### config.mk
export PLATFORM = sky130hd
export DESIGN_NAME = beam_sum_acc
export DESIGN_NICKNAME = d
export VERILOG_FILES = /design/src/rtl/beam_sum_acc.sv
export SDC_FILE = /design/constraint.sdc
export NUM_CORES = 1
export LEC_CHECK = 0
export ABC_AREA = 0
export CAP_MARGIN = 15
export CORE_MARGIN = 4
export CORE_UTILIZATION = 47
export DETAILED_ROUTE_END_ITERATION = 8
export PLACE_DENSITY = 0.79
export SETUP_SLACK_MARGIN = 0.5
export SLEW_MARGIN = 20
export SYNTH_ARGS = -nofsm -noshare
export SYNTH_HDL_FRONTEND = slang
export SYNTH_SLANG_ARGS = --single-unit
### constraint.sdc
create_clock -name clk -period 2.35 [get_ports clk]
set_clock_uncertainty 0.15 [all_clocks]
set_input_delay 0.3525 -clock clk [delete_from_list [all_inputs] [get_ports clk]]
set_output_delay 0.3525 -clock clk [all_outputs]
set_load 0.05 [all_outputs]
### src/rtl/beam_sum_acc.sv
// Delay-and-sum accumulator: sums CHANNELS signed samples per beam into a registered valid/ready output.
// Optional macro BEAM_SUM_AVG_EN: output the channel mean (sum >>> log2(CHANNELS)) instead of the raw sum.
module beam_sum_acc #(
  parameter int DATA_WIDTH = 16,
  parameter int CHANNELS   = 8,
  parameter int SUM_WIDTH  = 19
) (
  input  logic                  clk,
  input  logic                  reset,
  input  logic [DATA_WIDTH-1:0] din,
  input  logic                  din_valid,
  output logic                  din_ready,
  output logic [SUM_WIDTH-1:0]  sum_out,
  output logic                  sum_valid,
  input  logic                  sum_ready,
  output logic [7:0]            ch_idx,
  output logic [15:0]           beam_cnt,
  output logic                  ovf,
  output logic                  dbg_state
);

  // Handshake: a beat transfers on a rising clk edge where valid & ready are both high;
  // valid never depends on ready, and sum_out holds steady while sum_valid & !sum_ready.

  localparam int         LOG2_CH = $clog2(CHANNELS);
  localparam logic [7:0] LAST_CH = 8'(CHANNELS - 1);

  typedef enum logic {ACCUM = 1'b0, STALL = 1'b1} state_t;

  logic [SUM_WIDTH-1:0] r_acc;
  logic [7:0]           r_ch_idx;
  logic [SUM_WIDTH-1:0] r_sum_out;
  logic                 r_sum_valid;
  logic [15:0]          r_beam_cnt;
  logic                 r_ovf;

  state_t               w_state;
  logic                 w_din_ready;
  logic                 w_last;
  logic                 w_accept;
  logic                 w_take;
  logic                 w_out_free;
  logic                 w_load;
  logic                 w_ovf_evt;
  logic [SUM_WIDTH-1:0] w_din_ext;
  logic [SUM_WIDTH-1:0] w_total;
  logic [SUM_WIDTH-1:0] w_load_val;

  assign w_last     = (r_ch_idx == LAST_CH);
  assign w_din_ext  = {{(SUM_WIDTH-DATA_WIDTH){din[DATA_WIDTH-1]}}, din};
  assign w_total    = r_acc + w_din_ext;
  assign w_take     = r_sum_valid & sum_ready;
  assign w_out_free = ~r_sum_valid | sum_ready;
  assign w_accept   = din_valid & w_din_ready;
  assign w_load     = w_accept & w_last & w_out_free;
  // Unreachable while the stall logic holds; flags a broken invariant.
  assign w_ovf_evt  = w_accept & w_last & ~w_out_free;

`ifdef BEAM_SUM_AVG_EN
  assign w_load_val = SUM_WIDTH'($signed(w_total) >>> LOG2_CH);
`else
  assign w_load_val = w_total;
`endif

  // The stall is purely combinational: the last channel waits until the output register frees up.
  always_comb begin
    w_state     = ACCUM;
    w_din_ready = 1'b1;
    if (w_last && r_sum_valid && !sum_ready) begin
      w_state     = STALL;
      w_din_ready = 1'b0;
    end
  end

  always_ff @(posedge clk or negedge reset) begin
    if (!reset) begin
      r_acc       <= '0;
      r_ch_idx    <= '0;
      r_sum_out   <= '0;
      r_sum_valid <= 1'b0;
      r_beam_cnt  <= '0;
      r_ovf       <= 1'b0;
    end else begin
      if (w_accept) begin
        if (w_last) begin
          r_acc    <= '0;
          r_ch_idx <= '0;
        end else begin
          r_acc    <= w_total;
          r_ch_idx <= r_ch_idx + 8'd1;
        end
      end
      if (w_load) begin
        r_sum_out   <= w_load_val;
        r_sum_valid <= 1'b1;
      end else if (w_take) begin
        r_sum_valid <= 1'b0;
      end
      if (w_take) begin
        r_beam_cnt <= r_beam_cnt + 16'd1;
      end
      if (w_ovf_evt) begin
        r_ovf <= 1'b1;
      end
    end
  end

  assign din_ready = w_din_ready;
  assign sum_out   = r_sum_out;
  assign sum_valid = r_sum_valid;
  assign ch_idx    = r_ch_idx;
  assign beam_cnt  = r_beam_cnt;
  assign ovf       = r_ovf;
  assign dbg_state = w_state;

endmodule

# ---- Word level (Yosys, flattened, before mapping)
# Index checks and enable logic that the tools add are counted.
dict set report totals {
  regBits 64
  output_inout_bits 47
  word_cells 28
}
dict set report op_classes {
  n_addsub 3
  eq_ne 1
  mux 6
  bitwise_logic 8
  n_reduce_logical 4
}
# op count
set op_table {}
lappend op_table {{adder 19 bit} 1}
lappend op_table {{2-to-1 mux 19 bit} 1}
lappend op_table {{adder 16 x 1 -> 16 bit, second input constant} 1}
lappend op_table {{adder 8 x 1 -> 8 bit, second input constant} 1}
lappend op_table {{== test 8 x 3 -> 1 bit, second input constant} 1}
lappend op_table {{2-to-1 mux 8 bit} 1}
lappend op_table {{bitwise AND 1 bit} 5}
lappend op_table {{2-to-1 mux 1 bit} 4}
lappend op_table {{logical AND 1 bit} 2}
lappend op_table {{NOT 1 bit} 2}
lappend op_table {{nonzero test 2 bit} 1}
lappend op_table {{logical NOT 1 bit} 1}
lappend op_table {{bitwise OR 1 bit} 1}

# ---- Logic depth before layout (Yosys ltp)
# Gate-level depths: netlist of the first run.
dict set report depth {
  depth_word 8
  ltp_mapped 10
  depth_no_buf 10
}

# ---- Worst setup path before layout of the first run
# No wires, ideal clock.
dict set report synth_path {
  path_kind {reg-to-output}
  startpoint {register r_ch_idx[3] (netlist: ch_idx[3])}
  endpoint {output dbg_state}
  arrival_time_ns 2.203
  required_time_ns 1.847
  setup_slack_ns -0.355
  stages_incl_launch_ff 4
  path_cell_list {dfrtp_1 or4_4 or4_4 inv_1}
}
dict set report synth_via {
  elab_chain_len 4
}
# item line_no
set synth_rtl {}
lappend synth_rtl {{start: declaration} 31} ;# logic [7:0] r_ch_idx;
lappend synth_rtl {{start signal: assignment} 90} ;# r_ch_idx <= r_ch_idx + 8'd1;
lappend synth_rtl {{== test 8 x 3 -> 1 bit} 49} ;# assign w_last = (r_ch_idx == LAST_CH);
lappend synth_rtl {{logical AND 1 bit (2 in a row)} 69} ;# if (w_last && r_sum_valid && !sum_ready) begin
lappend synth_rtl {{2-to-1 mux 1 bit} 69}
lappend synth_rtl {{end: declaration} 19} ;# output logic dbg_state
# No other way between the ends.

# ---- Final worst setup path of the first run
dict set report layout_path {
  startpoint {register r_acc[0]}
  endpoint {register r_acc[18]}
}
dict set report layout_via {
  elab_chain_len 2
}
# item line_no
set layout_rtl {}
lappend layout_rtl {{start: declaration} 30} ;# logic [SUM_WIDTH-1:0] r_acc;
lappend layout_rtl {{start signal: assignment} 89} ;# r_acc <= w_total;
lappend layout_rtl {{adder 19 bit} 51} ;# assign w_total = r_acc + w_din_ext;
lappend layout_rtl {{2-to-1 mux 19 bit} 85} ;# if (w_last) begin
# No other way between the ends.
# A chain may end at the register's enable or synchronous reset.

==> impl_metrics.csv, run 1 <==
group,metric,value,unit
status,status,"finished with violations",
logic_synthesis,synthTopCellsByCount,"dfrtp_1 (64), nand2_1 (35), xnor2_1 (22)",
worst_setup_path,crit_chain,"ha_2 -> inv_2 -> fa_2 -> inv_2 -> a21o_1 -> a221o_1 -> a21o_1 -> o21ai_1 -> or4b_1 -> o211ai_1",
worst_setup_path,ff2ff_path_depth,10,
worst_setup_path,regToRegEndpoint,"r_acc[18]",
timing,layout_min_cycle_time,2.73,ns
die,initial_utilization,48.1,%
timing,final-setup-viol-count,20,
power,p_int,4490,uW
power,power_density,1390,mW/mm2
die,io_pins,67,
finish,fillCellCount,441,
grt,grt_pass1_vias,3355,
clock_tree,cts_tree,"yes",
min_path,hold_path_class,"flop to flop",
logic_synthesis,yosysMostFrequentCell,"dfrtp_1",
placement,portBuffers,66,
worst_setup_path,critPathCaptureType,"flop",
drt,viasPerCell,5.72,
grt,grt.total_usage,22.9,%
timing,rsz0062_at_grt,"true",
timing,tns,-3.64,ns
logic_synthesis,ys_seq_elements,64,
clock_tree,clock_latency,0.35,ns
finish,final_nets,525,
grt,grt_pass1_wl,15900,um
drt,routed_wl,11100,um
logic_synthesis,synth_top_cell_area_share,45.9,%
finish,drive_above_1_share,43.1,%
clock_tree,cts_sinks,64,
grt,grt_max_degree,27,
power,clock_power_share,15.3,%
timing,hold_viol,0,
power,p_leak,0.00278,uW
logic_synthesis,syn-num-nets,374,
timing,finalMaxSlewViolations,0,
logic_synthesis,async_flop_share,100,%
timing,relSlewSlack,59.2,%
worst_setup_path,slowest_delay,0.45,ns
power,ir_worst_vdd,0.000982,V
worst_setup_path,cp.arrival,2.84,ns
worst_setup_path,critPathKind,"flop to flop",
drt,drtIter0Drc,199,
clock_tree,root_buffer,"clkbuf_8",
power,comb_power_share,62.2,%
logic_synthesis,synthesis.area,0.00349,mm2
finish,final_core_util,78.3,%
power,switching_power,3380,uW
finish,layout.cells.non_filler,588,
clock_tree,clockBufferDepth,2,
clock_tree,cts_buffers,9,
timing,fin_hold_ws,0.225,ns
die,row_count,31,
finish,diodes,0,
logic_synthesis,synth_edf_count,0,
placement,hpwlAfterDp,6280,um
worst_setup_path,r2r_start,"r_acc[0]",
die,core_region_area,0.00725,mm2
worst_setup_path,cp.required,2.47,ns
logic_synthesis,yosys_most_used_dff,"dfrtp_1",
timing,fin_crit_sh,116,%
logic_synthesis,yosys_warnings,0,
job,cap_violations,0,
logic_synthesis,yosysSeqAreaShare,45.9,%
logic_synthesis,synthTopCellsByArea,"dfrtp_1 (46%), ha_1 (7.2%), mux2_2 (5.8%), xnor2_1 (5.5%), a22o_1 (4.0%)",
placement,dp_slack,-0.601,ns
clock_tree,cts_max_level,3,
grt,grt.overflow.total,0,
clock_tree,clk_transition_reported_paths,0.07,ns
timing,setup_slack,-0.377,ns
drt,via_count,3362,
logic_synthesis,yosysTopAreaCell,"dfrtp_1",
logic_synthesis,yosysUniqueCellTypes,42,
drt,drc,0,
die,dieArea,0.00887,mm2
timing,fmax,367,MHz
placement,finalWeightedCongestion,0.944,
power,sw_frac_of_total,43.0,%
drt,ant_nets,0,
min_path,hold_path.startpoint,"ovf",
placement,dp.cells,543,
timing,worst_pin_slew,0.605,ns
drt,first_pass_iters,5,
die,die_h,94.2,um
worst_setup_path,critical_path.slowest_cell,"a221o_1",
power,p_seq_share,22.5,%
status,violations,"negative setup slack",
grt,antenna_found_initial,0,
logic_synthesis,syn_inst,333,
min_path,worstHoldEndpoint,"ovf",
finish,syn_to_final_growth,62.8,%
die,dieWidth,94.2,um
worst_setup_path,critPathLaunchType,"flop",
worst_setup_path,crit_fanout,4,
drt,wl_per_cell,18.9,um
worst_setup_path,r2r_slack,-0.38,ns
min_path,hold_depth,0,
logic_synthesis,avgSynthCellArea,10.5,um2
[critical path, delay by kind of cell (launching register included)]
family | cells | cell delay [ns]
and+or+nand+nor | 1 | 0.44
buffers and inverters | 2 | 0.12
AOI/OAI and AO/OA | 5 | 1.11
adders and majority gates | 2 | 0.43
DFF | 1 | 0.39
[state kept, by name (all words and copies together), names as in the netlist]
signal,count
ovf,1
ch_idx,8
sum_out,19
r_acc,19
sum_valid,1
beam_cnt,16
[stage by stage]
step	area, um2	power, uW
after detailed placement	4730	5580
after global placement	4730	5460
after global routing	5680	8260
after floorplan	3560	4100
after CTS	5200	7000
final	5680	7870
[cell type report]
cell class / count / area, um2 / share of cell area, %
multi-input cells: 246 / 2240 / 39.4
flip-flops and latches: 64 / 1610 / 28.4
clock inverters: 5 / 103 / 1.81
well taps: 99 / 124 / 2.18
clock buffers: 11 / 151 / 2.67
inverters: 8 / 33.8 / 0.595
repair buffers: 155 / 1420 / 25.0
[logic make-up (layout without fill, tap and decap cells)]
family / count (synthesis) / after routing / share of synthesized area (%)
muxes: 18 / 18 / 5.81
xor gates and xnor gates: 36 / 36 / 9.43
buffers and inverters: 23 / 179 / 2.72
adders and majority gates: 21 / 21 / 7.74
AOI/OAI and AO/OA: 72 / 72 / 13.6
and+or+nand+nor: 99 / 99 / 14.8
DFF: 64 / 64 / 45.9
[placed cells by master, fill, tap and decap left out, drive strengths merged, types with 2 or more instances in the layout]
cell,n
clkdlybuf4s15,5
nor2,12
o21a,3
a21o,6
or4,3
mux2,18
clkdlybuf4s50,11
clkbuf,17
nor3,7
nand2,36
dfrtp,64
a31oi,8
bufinv,3
or3,2
nand4,7
nand3,13
buf,91
xor2,13
inv,7
nand2b,4
clkinvlp,2
ha,20
a21oi,16
dlygate4sd2,37
a22o,16
dlymetal6s2s,4
and2,3
and3,9
xnor2,22
o21ai,16
[timing repair]
action | CTS | global route
hold endpoints to repair | 24 | 0
setup endpoints to repair | 91 | 54
hold buffers | 1 | 0
gates cloned | 1 | 2
gates resized for setup | 85 | 92
buffers inserted | 11 | 14
pin swaps | 20 | 32
[per-layer routing]
layer	vias to the layer above	global-route usage (%)	routed length [um]
met5	-	0	0
met4	0	7.22	318
met3	32	5.85	679
met2	156	39.5	5730
met1	1681	27.9	4410
li1	1493	-	-
[power by group through the flow]
| stage | Combinational [uW] | Sequential [uW] | Clock [uW] |
|---|---|---|---|
| 6_report | 4900 | 1770 | 1200 |
| 5_1_grt | 5170 | 1810 | 1280 |
| 4_1_cts | 4060 | 1710 | 1220 |
| 3_5_place_dp | 3850 | 1730 | 0 |
| 3_3_place_gp | 3740 | 1720 | 0 |
| 2_1_floorplan | 1660 | 2450 | 0 |
[how the worst max path moves through the flow]
stage,from,end,slack (ns),cells after the start
final,r_acc[0],r_acc[18],-0.38,10
after detailed placement,din[0],sum_out[12],-0.60,11
after CTS,r_acc[0],r_acc[18],-0.15,10
after global routing,r_acc[0],r_acc[18],-0.44,10
after floorplan,ch_idx[5],ch_idx[7],-0.22,6
after global placement,din[0],sum_out[14],-0.54,11
Power figures use the tool's default switching activity.
==> inputs of run 2 (changes only) <==
--- a/config.mk
+++ b/config.mk
@@ -11,7 +11,6 @@
 export CORE_UTILIZATION = 47
 export DETAILED_ROUTE_END_ITERATION = 8
 export PLACE_DENSITY = 0.79
-export SETUP_SLACK_MARGIN = 0.5
 export SLEW_MARGIN = 20
 export SYNTH_ARGS = -nofsm -noshare
 export SYNTH_HDL_FRONTEND = slang
==> run 2 against run 1 <==
The run still ends with negative setup slack left. Largest cell class unchanged. Utilization shrank 6.5 points. Cell area decreased by 8.3%. Combinational power fell by 13%. Flip-flop and latch count unchanged.
==> impl_metrics.csv, run 2 (synthesis results as in run 1) <==
group,metric,value,unit
status,status,"finished with violations",
status,violations,"negative setup slack",
clock_tree,cts_tree,"yes",
clock_tree,cts_max_level,3,
job,cap_violations,0,
clock_tree,root_buffer,"clkbuf_8",
drt,wl_per_cell,16.0,um
finish,syn_to_final_growth,49.2,%
clock_tree,cts_buffers,9,
timing,relSlewSlack,65.0,%
placement,dp.cells,540,
drt,via_count,3064,
timing,hold_viol,0,
timing,fin_crit_sh,108,%
timing,final-setup-viol-count,13,
placement,finalWeightedCongestion,0.851,
grt,grt_pass1_wl,14400,um
drt,drc,0,
drt,drtIter0Drc,142,
die,die_h,94.2,um
placement,hpwlAfterDp,6310,um
min_path,hold_path_class,"flop to flop",
timing,fmax,393,MHz
finish,layout.cells.non_filler,564,
die,row_count,31,
placement,portBuffers,66,
worst_setup_path,critPathCaptureType,"flop",
clock_tree,clk_transition_reported_paths,0.07,ns
finish,mostFrequentLayoutCells,"dfrtp_1 (61), clkdlybuf4s50_1 (61), buf_4 (57), nand2_1 (34), xnor2_1 (20)",
grt,grt_pass1_vias,3190,
die,initial_utilization,48.1,%
clock_tree,clock_latency,0.34,ns
drt,ant_nets,0,
finish,final_nets,502,
power,power,6990,uW
worst_setup_path,critPathLaunchType,"input port",
timing,setup_slack,-0.198,ns
die,dieWidth,94.2,um
timing,tns,-1.35,ns
timing,finalMaxSlewViolations,0,
placement,dp_slack,-0.673,ns
power,power_density,1340,mW/mm2
grt,antenna_found_initial,0,
worst_setup_path,critPathKind,"input port to flop",
power,p_leak,0.00238,uW
min_path,hold_depth,0,
timing,rsz0062_at_grt,"true",
worst_setup_path,crit_fanout,5,
drt,viasPerCell,5.43,
finish,drive_above_1_share,31.6,%
timing,layout_min_cycle_time,2.55,ns
die,dieArea,0.00887,mm2
grt,grt.total_usage,20.5,%
drt,first_pass_iters,5,
grt,grt.overflow.total,0,
timing,worst_pin_slew,0.523,ns
worst_setup_path,ff2ff_path_depth,11,
worst_setup_path,cp.required,2.46,ns
drt,routed_wl,9000,um
clock_tree,clockBufferDepth,2,
die,core_region_area,0.00725,mm2
die,io_pins,67,
worst_setup_path,cp.arrival,2.66,ns
power,ir_worst_vdd,0.000785,V
finish,diodes,0,
finish,final_core_util,71.8,%
clock_tree,cts_sinks,64,
grt,grt_max_degree,26,
==> run 2: cell types whose count changed in the layout (fill, tap and decap cells not counted), moves of 4 or more <==
cell	change
o21ai_0	+5
xor2_1	+4
buf_6	-13
nand2_1	+5
dlygate4sd2_1	-36
clkdlybuf4s50_1	+50
clkbuf_2	-5
buf_4	-6
dfrtp_1	+5
dfrtp_2	-5
==> run 2: repair_timing <==
| action | CTS | global route |
|---|---|---|
| hold endpoints to repair | 16 | 0 |
| endpoints found under the setup margin | 21 | 29 |
| hold buffers | 1 | 0 |
| buffers inserted | 5 | 4 |
| gates cloned | 0 | 0 |
| gates resized for setup | 16 | 34 |
| pin swaps | 11 | 12 |
==> run 2: layout make-up <==
cell class              count  area, um2
fillers                   513       2050
inverters                   8       33.8
clock buffers              12        155
flip-flops and latches     64       1610
repair buffers            132       1200
multi-input cells         246       2040
clock inverters             3       42.5
well taps                  99        124
==> run 2: where the power goes <==
group	switching (uW)	internal, uW
Clock	418	541
Sequential	274	1480
Combinational	2280	2000
Total	2970	4020
==> run 2: critical path: stages <==
cell and delay (ns):
clkdlybuf4s50_1 0.41, ha_1 0.36, a21oi_1 0.25, o21ai_0 0.18
a22o_1 0.25, a21o_1 0.20, o21ai_1 0.12, or4b_1 0.44
o211ai_1 0.10
==> run 2: metrics by stage <==
step / cell area [um2] / hold slack [ns]
finish: 5210 / 0.230
global route: 5210 / 0.259
CTS: 5000 / 0.236
detailed placement: 4680 / 0.148
global placement: 4680 / 0.142
floorplan: 3530 / -0.0931
==> run 2: path summary, 6_finish.rpt <==
path	startpoint	endpoint	slack (ns)
worst max-delay path	din[7]	r_acc[18]	-0.20
worst min-delay path	ovf	ovf	0.23
worst max register to register	r_acc[0]	sum_out[16]	-0.16
worst min register to register	ovf	ovf	0.23
max in group asynchronous	reset	sum_out[10]	1.06
min in group asynchronous	reset	ch_idx[6]	0.32
==> run 2: metal layers <==
metal	wire length (um)	up-vias	global-route usage, %
met5	0	-	0
met4	210	0	8.90
met3	388	23	3.93
met2	4620	91	35.7
met1	3790	1503	24.5
li1	-	1447	-
==> inputs of run 3 (changes only) <==
--- a/config.mk
+++ b/config.mk
@@ -11,6 +11,7 @@
 export CORE_UTILIZATION = 47
 export DETAILED_ROUTE_END_ITERATION = 8
 export PLACE_DENSITY = 0.79
+export SKIP_CTS_REPAIR_TIMING = 1
 export SLEW_MARGIN = 20
 export SYNTH_ARGS = -nofsm -noshare
 export SYNTH_HDL_FRONTEND = slang
==> run 3 against run 2 <==
The flow still finishes with violations (negative setup slack). Clock power down 0.4%. Count of clock-buffer cells in the layout did not move. Final cell count up 0.35%. Hold slack is essentially flat. Flip-flop and latch count is the same. Critical endpoint is now sum_out[12]. Sequential share of layout area increased by 0.25 points. Setup slack better by 0.021 ns. Combinational power shrank 4%. Sequential power about the same. Largest power group unchanged. Highest routed layer unchanged. Cell area down 0.79%. Largest cell class unchanged.
==> impl_metrics.csv, run 3 (synthesis results as in run 1) <==
group,metric,value,unit
timing,finalMaxSlewViolations,0,
worst_setup_path,critPathKind,"flop to flop",
power,comb_power_share,60.3,%
drt,first_pass_iters,4,
power,clock_power_share,14.0,%
timing,rsz0062_at_grt,"true",
grt,grt.total_usage,20.0,%
drt,wl_per_cell,15.0,um
finish,drive_above_1_share,30.2,%
drt,routed_wl,8470,um
status,violations,"negative setup slack",
die,dieArea,0.00887,mm2
worst_setup_path,cp.arrival,2.60,ns
drt,drc,0,
worst_setup_path,r2r_slack,-0.18,ns
drt,ant_nets,0,
timing,final-setup-viol-count,11,
power,switching_power,2860,uW
finish,final_nets,504,
finish,multi_input_area,0.00199,mm2
power,sw_frac_of_total,41.9,%
power,p_int,3950,uW
die,initial_utilization,48.1,%
timing,setup_slack,-0.176,ns
timing,relSlewSlack,65.0,%
placement,finalWeightedCongestion,0.851,
placement,hpwlAfterDp,6310,um
placement,dp_slack,-0.673,ns
drt,drtIter0Drc,119,
clock_tree,clock_latency,0.34,ns
placement,portBuffers,66,
die,row_count,31,
die,core_region_area,0.00725,mm2
drt,via_count,3037,
power,p_leak,0.00239,uW
worst_setup_path,critPathLaunchType,"flop",
grt,grt_pass1_vias,3105,
min_path,hold_path_class,"flop to flop",
timing,fin_crit_sh,107,%
die,die_h,94.2,um
finish,diodes,0,
clock_tree,cts_buffers,9,
grt,antenna_found_initial,0,
power,p_seq_share,25.7,%
finish,fillCellCount,512,
timing,layout_min_cycle_time,2.53,ns
clock_tree,root_buffer,"clkbuf_8",
drt,viasPerCell,5.37,
clock_tree,cts_max_level,3,
timing,fin_hold_ws,0.230,ns
die,io_pins,67,
clock_tree,clockBufferDepth,2,
timing,fmax,396,MHz
clock_tree,cts_tree,"yes",
timing,hold_viol,0,
die,dieWidth,94.2,um
finish,mostFrequentLayoutCells,"dfrtp_1 (61), buf_4 (61), clkdlybuf4s50_1 (59), nand2_1 (35), xnor2_1 (22)",
power,power_density,1320,mW/mm2
timing,worst_pin_slew,0.523,ns
status,status,"finished with violations",
worst_setup_path,cp.required,2.43,ns
job,cap_violations,0,
grt,grt_max_degree,26,
grt,grt.overflow.total,0,
grt,grt_pass1_wl,14000,um
power,power,6810,uW
clock_tree,clk_transition_reported_paths,0.07,ns
finish,seq_area,0.00161,mm2
finish,syn_to_final_growth,48.0,%
clock_tree,cts_sinks,64,
power,ir_worst_vdd,0.000800,V
worst_setup_path,critPathCaptureType,"flop",
worst_setup_path,crit_fanout,4,
## run 3: changes by cell type in the layout (fill, tap and decap cells not counted), moves of 2 or more
cell and change:
a31oi_2 +2, a31oi_4 -2, buf_4 +4, clkdlybuf4s50_1 -2, dlymetal6s2s_1 +3, xnor2_1 +2, xnor2_2 -2
## run 3: area by class of cell
class	count	area share [%]
clock buffers	12	3.00
well taps	99	2.40
clock inverters	3	0.823
inverters	8	0.654
flip-flops and latches	64	31.1
multi-input cells	246	38.5
repair buffers	134	23.5
## run 3: metal layers
layer | track usage, % | part of all wire (%) | routed length (um) | vias to the layer above
met2 | 34.7 | 51 | 4300 | 73
met3 | 4.17 | 4.5 | 380 | 14
met1 | 24.1 | 43 | 3650 | 1498
li1 | - | - | - | 1452
met4 | 7.82 | 1.6 | 136 | 0
met5 | 0 | 0 | 0 | -
## run 3: power groups by stage
| stage | logic, uW | registers, uW | clock network [uW] |
|---|---|---|---|
| final | 4110 | 1750 | 955 |
| after global routing | 4430 | 1800 | 1030 |
| after CTS | 3800 | 1720 | 970 |
| after detailed placement | 3780 | 1740 | 0 |
| after global placement | 3680 | 1720 | 0 |
| after floorplan | 1640 | 2450 | 0 |
## run 3: worst paths after layout
path                           from          end  depth (start not counted)
min in group asynchronous     reset    ch_idx[6]                          2
max                        r_acc[0]  sum_out[12]                         11
min reg2reg                     ovf          ovf                          0
max in group asynchronous     reset  sum_out[10]                          3
min                             ovf          ovf                          0
max reg2reg                r_acc[0]  sum_out[12]                         11
## run 3: worst max-delay path, stage by stage, from the launching register on
cell and delay [ns]:
dfrtp_1 0.39, ha_2 0.18, inv_2 0.06, fa_2 0.21, inv_2 0.03, a21o_1 0.16, a221o_1 0.37, buf_4 0.16
a31oi_4 0.19, o21ai_1 0.10, xor2_1 0.15, mux2_2 0.26
## run 3: through the flow
step	utilization, %	instance area (um2)	TNS [ns]	cells
detailed placement	64.6	4680	-11.13	540
finish	71.2	5170	-1.42	566
global placement	64.6	4680	-9.64	540
floorplan	-	3530	-1.68	333
CTS	67.3	4880	-3.30	555
global route	71.2	5170	-2.91	566
